**config.mk**
```make
export PLATFORM = sky130hd
export DESIGN_NAME = bus_timer_flat
export DESIGN_NICKNAME = d
export VERILOG_FILES = /design/src/rtl/bus_timer_if.sv /design/src/rtl/bus_timer.sv /design/src/flat_wrapper.sv
export SDC_FILE = /design/constraint.sdc
export NUM_CORES = 1
export LEC_CHECK = 0
export CAP_MARGIN = 10
export CORE_MARGIN = 1.5
export CORE_UTILIZATION = 40
export DETAILED_ROUTE_END_ITERATION = 10
export HOLD_SLACK_MARGIN = 0.02
export SLEW_MARGIN = 20
export SYNTH_ARGS = -nofsm -noshare
export SYNTH_HDL_FRONTEND = slang
export SYNTH_SLANG_ARGS = --single-unit
```
**constraint.sdc**
```tcl
create_clock -name clk -period 2.55 [get_ports clk]
set_input_delay 0.51 -clock clk [delete_from_list [all_inputs] [get_ports clk]]
set_output_delay 0.51 -clock clk [all_outputs]
set_load 0.005 [all_outputs]
```
**src/rtl/bus_timer_if.sv**
```systemverilog
// bus_timer_if: simple bus between the CPU memory stage and a responder
interface bus_timer_if;
    logic        cs_;
    logic        as_;
    logic        rw;
    logic [1:0]  addr;
    logic [31:0] wr_data;
    logic [31:0] rd_data;
    logic        rdy_;
    modport master (output cs_, as_, rw, addr, wr_data, input rd_data, rdy_);
    modport slave  (input cs_, as_, rw, addr, wr_data, output rd_data, rdy_);
endinterface

```
**src/rtl/bus_timer.sv**
```systemverilog
// bus_timer: memory-mapped timer responder; counts to an expiry value and raises a level interrupt
module bus_timer (
    input  logic       clk,
    input  logic       reset_,
    bus_timer_if.slave bus,
    output logic       irq
);
    logic        start, periodic, flag;
    logic        acc, wr, match;
    logic        wr_ctrl, wr_intr, wr_expr, wr_cnt;
    logic [31:0] expr, count, rd_mux;
    assign acc     = !bus.cs_ && !bus.as_;
    assign wr      = acc && !bus.rw;
    assign wr_ctrl = wr && bus.addr == 2'd0;
    assign wr_intr = wr && bus.addr == 2'd1;
    assign wr_expr = wr && bus.addr == 2'd2;
    assign wr_cnt  = wr && bus.addr == 2'd3;
    assign match   = start && count == expr;
    assign irq     = flag;
    always_comb
        rd_mux = bus.addr == 2'd0 ? {30'd0, periodic, start} :
                 bus.addr == 2'd1 ? {31'd0, flag} :
                 bus.addr == 2'd2 ? expr : count;
    // bus writes win over expiry except for the flag, where the set wins
    always_ff @(posedge clk or negedge reset_) begin
        if (!reset_) begin
            start       <= 1'b0;
            periodic    <= 1'b0;
            flag        <= 1'b0;
            expr        <= 32'd0;
            count       <= 32'd0;
            bus.rd_data <= 32'd0;
            bus.rdy_    <= 1'b1;
        end else begin
            start       <= wr_ctrl ? bus.wr_data[0] : start && !(match && !periodic);
            periodic    <= wr_ctrl ? bus.wr_data[1] : periodic;
            flag        <= match ? 1'b1 : wr_intr ? bus.wr_data[0] : flag;
            expr        <= wr_expr ? bus.wr_data : expr;
            count       <= wr_cnt ? bus.wr_data : match ? 32'd0 : start ? count + 32'd1 : count;
            bus.rd_data <= acc && bus.rw ? rd_mux : 32'd0;
            bus.rdy_    <= !acc;
        end
    end
endmodule

```
**src/flat_wrapper.sv**
```systemverilog
// flat-port wrapper written by rule: the top's interface ports become plain ports
module bus_timer_flat 
  (clk, reset_, irq, bus_cs_, bus_as_, bus_rw, bus_addr, bus_wr_data, bus_rd_data, bus_rdy_);
  bus_timer_if bus_i ();
  input  logic clk;
  input  logic reset_;
  output logic irq;
  input wire logic [$bits(bus_i.cs_)-1:0] bus_cs_;
  input wire logic [$bits(bus_i.as_)-1:0] bus_as_;
  input wire logic [$bits(bus_i.rw)-1:0] bus_rw;
  input wire logic [$bits(bus_i.addr)-1:0] bus_addr;
  input wire logic [$bits(bus_i.wr_data)-1:0] bus_wr_data;
  output wire logic [$bits(bus_i.rd_data)-1:0] bus_rd_data;
  output wire logic [$bits(bus_i.rdy_)-1:0] bus_rdy_;
  assign bus_i.cs_ = bus_cs_;
  assign bus_i.as_ = bus_as_;
  assign bus_i.rw = bus_rw;
  assign bus_i.addr = bus_addr;
  assign bus_i.wr_data = bus_wr_data;
  assign bus_rd_data = bus_i.rd_data;
  assign bus_rdy_ = bus_i.rdy_;
  bus_timer u_core (.clk(clk), .reset_(reset_), .bus(bus_i), .irq(irq));
endmodule
```
; Word level (Yosys, flattened, before mapping)
; Cells that the tools add are included.
; W data, S select, Z words.
[word_totals]
reg_bits = 100
latchBits = 0
ram_bits = 0
romBits = 0
inputBits = 39
output_inout_bits = 34
word_cells = 41
n_memories = 0
[op_classes]
addsub = 1
mul = 0
div_mod_pow = 0
n_lt_le_gt_ge = 0
eq_ne = 4
shifts = 0
n_mux = 10
bitwise = 0
n_reduce_logical = 19
[op_table]
columns = operator, count
row1 = $mux W32, 7
row2 = $add A32 B1 Y32 const B, 1
row3 = $eq A32 B32 Y1, 1
row4 = $logic_and A1 B1 Y1, 10
row5 = $logic_not A1 Y1, 6
row6 = $eq A2 B2 Y1 const B, 2
row7 = $mux W1, 3
row8 = $reduce_bool A3 Y1, 1
row9 = $eq A2 B1 Y1 const B, 1
row10 = $logic_not A2 Y1, 1
row11 = $reduce_bool A2 Y1, 1

; Logic depth before layout (Yosys ltp)
[depth]
depth_word = 6
ltp_mapped = 8
mapped_depth_nobuf = 6

; Worst setup path after synthesis
; No wires, ideal clock.
[synth_path]
kind = input -> register
startpoint = in bus_as_
endpoint = reg u_core.expr[10]
setup_time_ps = 125
arrival_ps = 1782
required_ps = 2425
setup_slack_ps = 643
stages = 5
n_path_buf = 1
cell_sequence = nor2_1 -> nand2_1 -> nor2_1 -> clkbuf_1 -> mux2_2
[synth_between]
elab_chain_len = 4
[synth_rtl]
columns = item, line_no
row1 = from (decl), flat_wrapper.sv:9  ; input wire logic [$bits(bus_i.as_)-1:0] bus_as_;
row2 = $logic_not A1 Y1, bus_timer.sv:12  ; assign acc = !bus.cs_ && !bus.as_;
row3 = $logic_and A1 B1 Y1, bus_timer.sv:12
row4 = $logic_and A1 B1 Y1, bus_timer.sv:13  ; assign wr = acc && !bus.rw;
row5 = $logic_and A1 B1 Y1, bus_timer.sv:16  ; assign wr_expr = wr && bus.addr == 2'd2;
row6 = to (signal assigned), bus_timer.sv:38  ; expr <= wr_expr ? bus.wr_data : expr;
row7 = to (decl), bus_timer.sv:11  ; logic [31:0] expr, count, rd_mux;
; No other way between the ends.
; A chain may end at the register's enable or synchronous reset.

; Worst setup path in the final report
[layout_path]
startpoint = reg u_core.count[31]
endpoint = reg u_core.count[31]
[layout_between]
elab_chain_len = 4
word_cells_on_any_way = 7
classes_between = 1 x add/sub / 1 x eq/ne / 3 x mux / 2 x reduce/logical
[layout_rtl]
columns = item, line_no
row1 = from (decl), bus_timer.sv:11
row2 = from (signal assigned), bus_timer.sv:39  ; count <= wr_cnt ? bus.wr_data : match ? 32'd0 : start ? count + 32'd1 : count;
row3 = $add A32 B1 Y32 / $eq A32 B32 Y1 (equally long branches), "bus_timer.sv:39, bus_timer.sv:18"
row4 = $mux W32 / $logic_and A1 B1 Y1 (equally long branches), "bus_timer.sv:39, bus_timer.sv:18"
row5 = $mux W32 (2 in series), bus_timer.sv:39
; Several ways; a longest one is shown, not always the timed one. The select of a mux whose other input is x is not followed.

==> results.md <==
- Wires add up to 11910 um.
- The depth of the worst register-to-register path is 7.
- The final hold slack is 193.6 ps.
- The total of max-cap violations is 0.
- Dividing the final minimum period by the clock period gives 0.8543.
- In the final layout, flip-flops and latches occupy 2504 sq um.
- Setup violations remaining at the end of the flow were counted as 0.
- The number of antenna violations at the first check in global routing is 0.
- The number of setup buffers added after CTS is 0.
- Yosys instantiated no cell more often than dfrtp_1.
- The fraction of post-synthesis cell area in the top cell type by area is 0.4895.
- Setup slack on the worst reg-to-reg path comes out at 370 ps.
- The layout has 1127 filler cells.
- The upper clock frequency limit is 459.0 MHz.
- Detailed routing inserted a total of 3654 vias.
- The end of the worst register-to-register path is u_core.count[31]$_DFFE_PN0P_.
- Summed over all cells, the static leakage comes to 2.611 nW.
- The wire length of the first global-routing pass is 19870 um.
- The synthesized design contains 100 register bits.
- For the pin with the worst max-slew slack, the measured transition is 560.7 ps.
- Measured against its own limit, the worst slew margin works out to 0.6262.
- The sort of element at the end of the critical path is a register.
- The startpoint identified for the worst register-to-register timing path is u_core.count[31]$_DFFE_PN0P_.
- The CTS H-tree depth is 3.
- The placed wire-length estimate is 8298 um.
- The worst hold path belongs to the class in2async.
- The number of synthesized flops with an enable pin is 0.
- Sorting the synthesized cells by how often they occur yields dfrtp_1, nand2_1, xor2_1, nor2_1, mux2_2.
- The unique cell type count in the Yosys netlist is 46.
- The peak supply drop is 0.3543 mV.
- The vias per cell is 5.213.
- The setup path with the least slack is of type reg2reg.
- For this configuration, the core starts out at a cell density of 0.4162.
- The most used flip-flop cell after synthesis is dfrtp_1.
- At the later pin of the worst-skew pair, clock insertion delay measures 350 ps.
- The cell count after synthesis is 462.
- The total core area is 12160 sq um.
- In the final routed layout, each cell accounts on average for 16.98 um.
- The floorplan row count is 40.
- Yosys attributes the largest share of cell area to dfrtp_1, xor2_1, mux2_2.
- The antenna diode instance count is 0.
- The number of placed I/O pins is 73.
- The remaining antenna violation count is 0.
- TritonCTS built the clock tree.
- Hold repair after CTS inserted 0 buffers.
- Counting every net in the synthesized netlist gives 502.
- Measured along the x axis, the die boundary spans 115.5 um.
- The first TritonRoute pass finished after 4 iterations.
- In this run, CTS created clock tree buffers numbering 9.
- After clock tree synthesis, the clock-pin slew on the worst setup and hold paths is 60 ps.
- Buffers placed on the I/O ports in this run total 72.
- The data required time at the worst endpoint is 2790 ps.
- The instance area after placement is 5964 sq um.
- The final max-slew violation count was 0.
- For the worst setup path, the data arrival time is 2420 ps.
- The count of routing violations after the opening detailed-route iteration is 228.
- For this run, the total global-route usage over all layers was measured as 0.1972.
- At the end of routability-driven placement, the weighted congestion stood at 0.8586.
- Of the synthesized area, sequential elements account for 0.4947.
- In this run the worst setup path terminates at u_core.count[31]$_DFFE_PN0P_.
- Of all cell types, the one taking the most synthesized area is dfrtp_1.
- The start point of the critical path is u_core.count[31]$_DFFE_PN0P_.
- In the routed design, unresolved DRC markers number 0.
- The net count of the finished layout is 572.
- In this run the worst path has a maximum fanout of 20.
- The shortest period the worst path allows is 2178 ps.
- The area added between synthesis and finish is 22.72%.
- The maximum buffer depth of the clock tree is 2.
- The power density of the placed cells is 731.4 nW/um^2.
- From bottom edge to top edge, the die measures 115.5 um.
- Of all flip-flops after synthesis, the portion carrying an async set or reset was 1.000.
- The run finished with clean final reports.
- The fraction of final layout cells with drive strength greater than 1 is 0.1463.
- Summed over all layers, the global routing overflow is 0.
- The cell at the root of the clock tree is clkbuf_16.
- The number of resized instances in the post-cts repair step is 0.
- The multi-input combinational cells in the finished layout cover a total of 2372 sq um.
- On the final layout, the worst clock skew is 6.528 ps.
- The count of final hold-check violations is 0.
- For this design, the sink count on the clock tree is 100.
- The startpoint kind of the worst setup timing path is a register.
- A synthesized cell averages 10.95 sq um.
- Yosys printed 0 warnings.
- Entering global routing, the biggest net connects 101 pins.
- The number of global-route vias before repair is 3726.
- After routing the design area is 6211 sq um.
- Setup repair after global routing left no endpoint under its margin.
- The summed instance area of the synthesized netlist is 5061 sq um.
- Measured on the finished design, the core utilization comes to 0.5107.
- After routing, the total negative slack on setup checks comes to 0 ps.
- The die outline area is 13340 sq um.
## cell type report
class,count,share of cell area
Multi-Input combinational cell,331,0.3820
Timing Repair Buffer,88,0.1402
Tap cell,168,0.03384
Clock buffer,12,0.03969
Inverter,2,0.001209
Sequential cell,100,0.4031
## worst min-delay path by stage
stage / start / end / slack (ps) / cells after the start
after floorplan: reset_ / u_core.bus.rd_data[0]$_DFF_PN0_ / 210 / 0
after global placement: u_core.periodic$_DFFE_PN0P_ / u_core.bus.rd_data[1]$_DFF_PN0_ / 520 / 2
after detailed placement: u_core.periodic$_DFFE_PN0P_ / u_core.bus.rd_data[1]$_DFF_PN0_ / 540 / 2
after CTS: reset_ / u_core.bus.rd_data[12]$_DFF_PN0_ / 240 / 2
after global routing: reset_ / u_core.expr[12]$_DFFE_PN0P_ / 240 / 2
final: reset_ / u_core.expr[13]$_DFFE_PN0P_ / 190 / 2
## cells in the final DEF, fill, tap and decap left out, drive strengths merged, types with 4 or more instances in the layout
master,instances
nand3,12
buf,18
a21oi,4
xor2,51
nand2,54
o21ai,5
clkdlybuf4s50,70
nor4,8
and3,9
dfrtp,99
nand4,10
xnor2,9
mux2,33
clkbuf,12
nor3,8
nor2,46
o31ai,29
mux2i,31
## report_power, final
group / leakage, nW / internal, mW / switching (mW)
logic: 1.21 / 0.563 / 0.500
registers: 1.28 / 1.87 / 0.386
clock network: 0.120 / 0.667 / 0.557
total: 2.61 / 3.10 / 1.44
## metal layers
metal	track usage	vias up	share of wire	routed length, um
li1	-	1751	-	-
met1	0.2791	1816	0.48	5732
met2	0.3002	74	0.46	5488
met3	0.05073	13	0.041	491
met4	0.05679	0	0.016	191
met5	0	-	0	0
## cell families after synthesis
family | synth area share
and+or+nand+nor | 0.1496
DFF | 0.4947
muxes | 0.1392
xor gates and xnor gates | 0.1038
AOI/OAI and AO/OA | 0.07169
buffers and inverters | 0.03856
adders and majority gates | 0.002472
## critical path: stages (launching register included)
cell	delay, ps
dfrtp_1	460
xor2_1	180
nor4_1	430
nand3_1	260
nor3_4	240
buf_4	280
nand2b_1	140
a221oi_1	70
## through the flow
step	setup slack [ps]	instances	power, mW
floorplan	643.3	462	2.944
global placement	278.1	689	3.325
detailed placement	260.0	689	3.349
CTS	357.4	701	4.589
global route	226.5	701	4.813
finish	371.6	701	4.543
## flip-flops by register name (all words and copies together), names as in the netlist
signal	cells
u_core.expr	32
u_core.periodic	1
u_core.start	1
u_core.bus.rdy_	1
u_core.count	32
u_core.bus.rd_data	32
u_core.irq	1
Power figures use the tool's default switching activity.
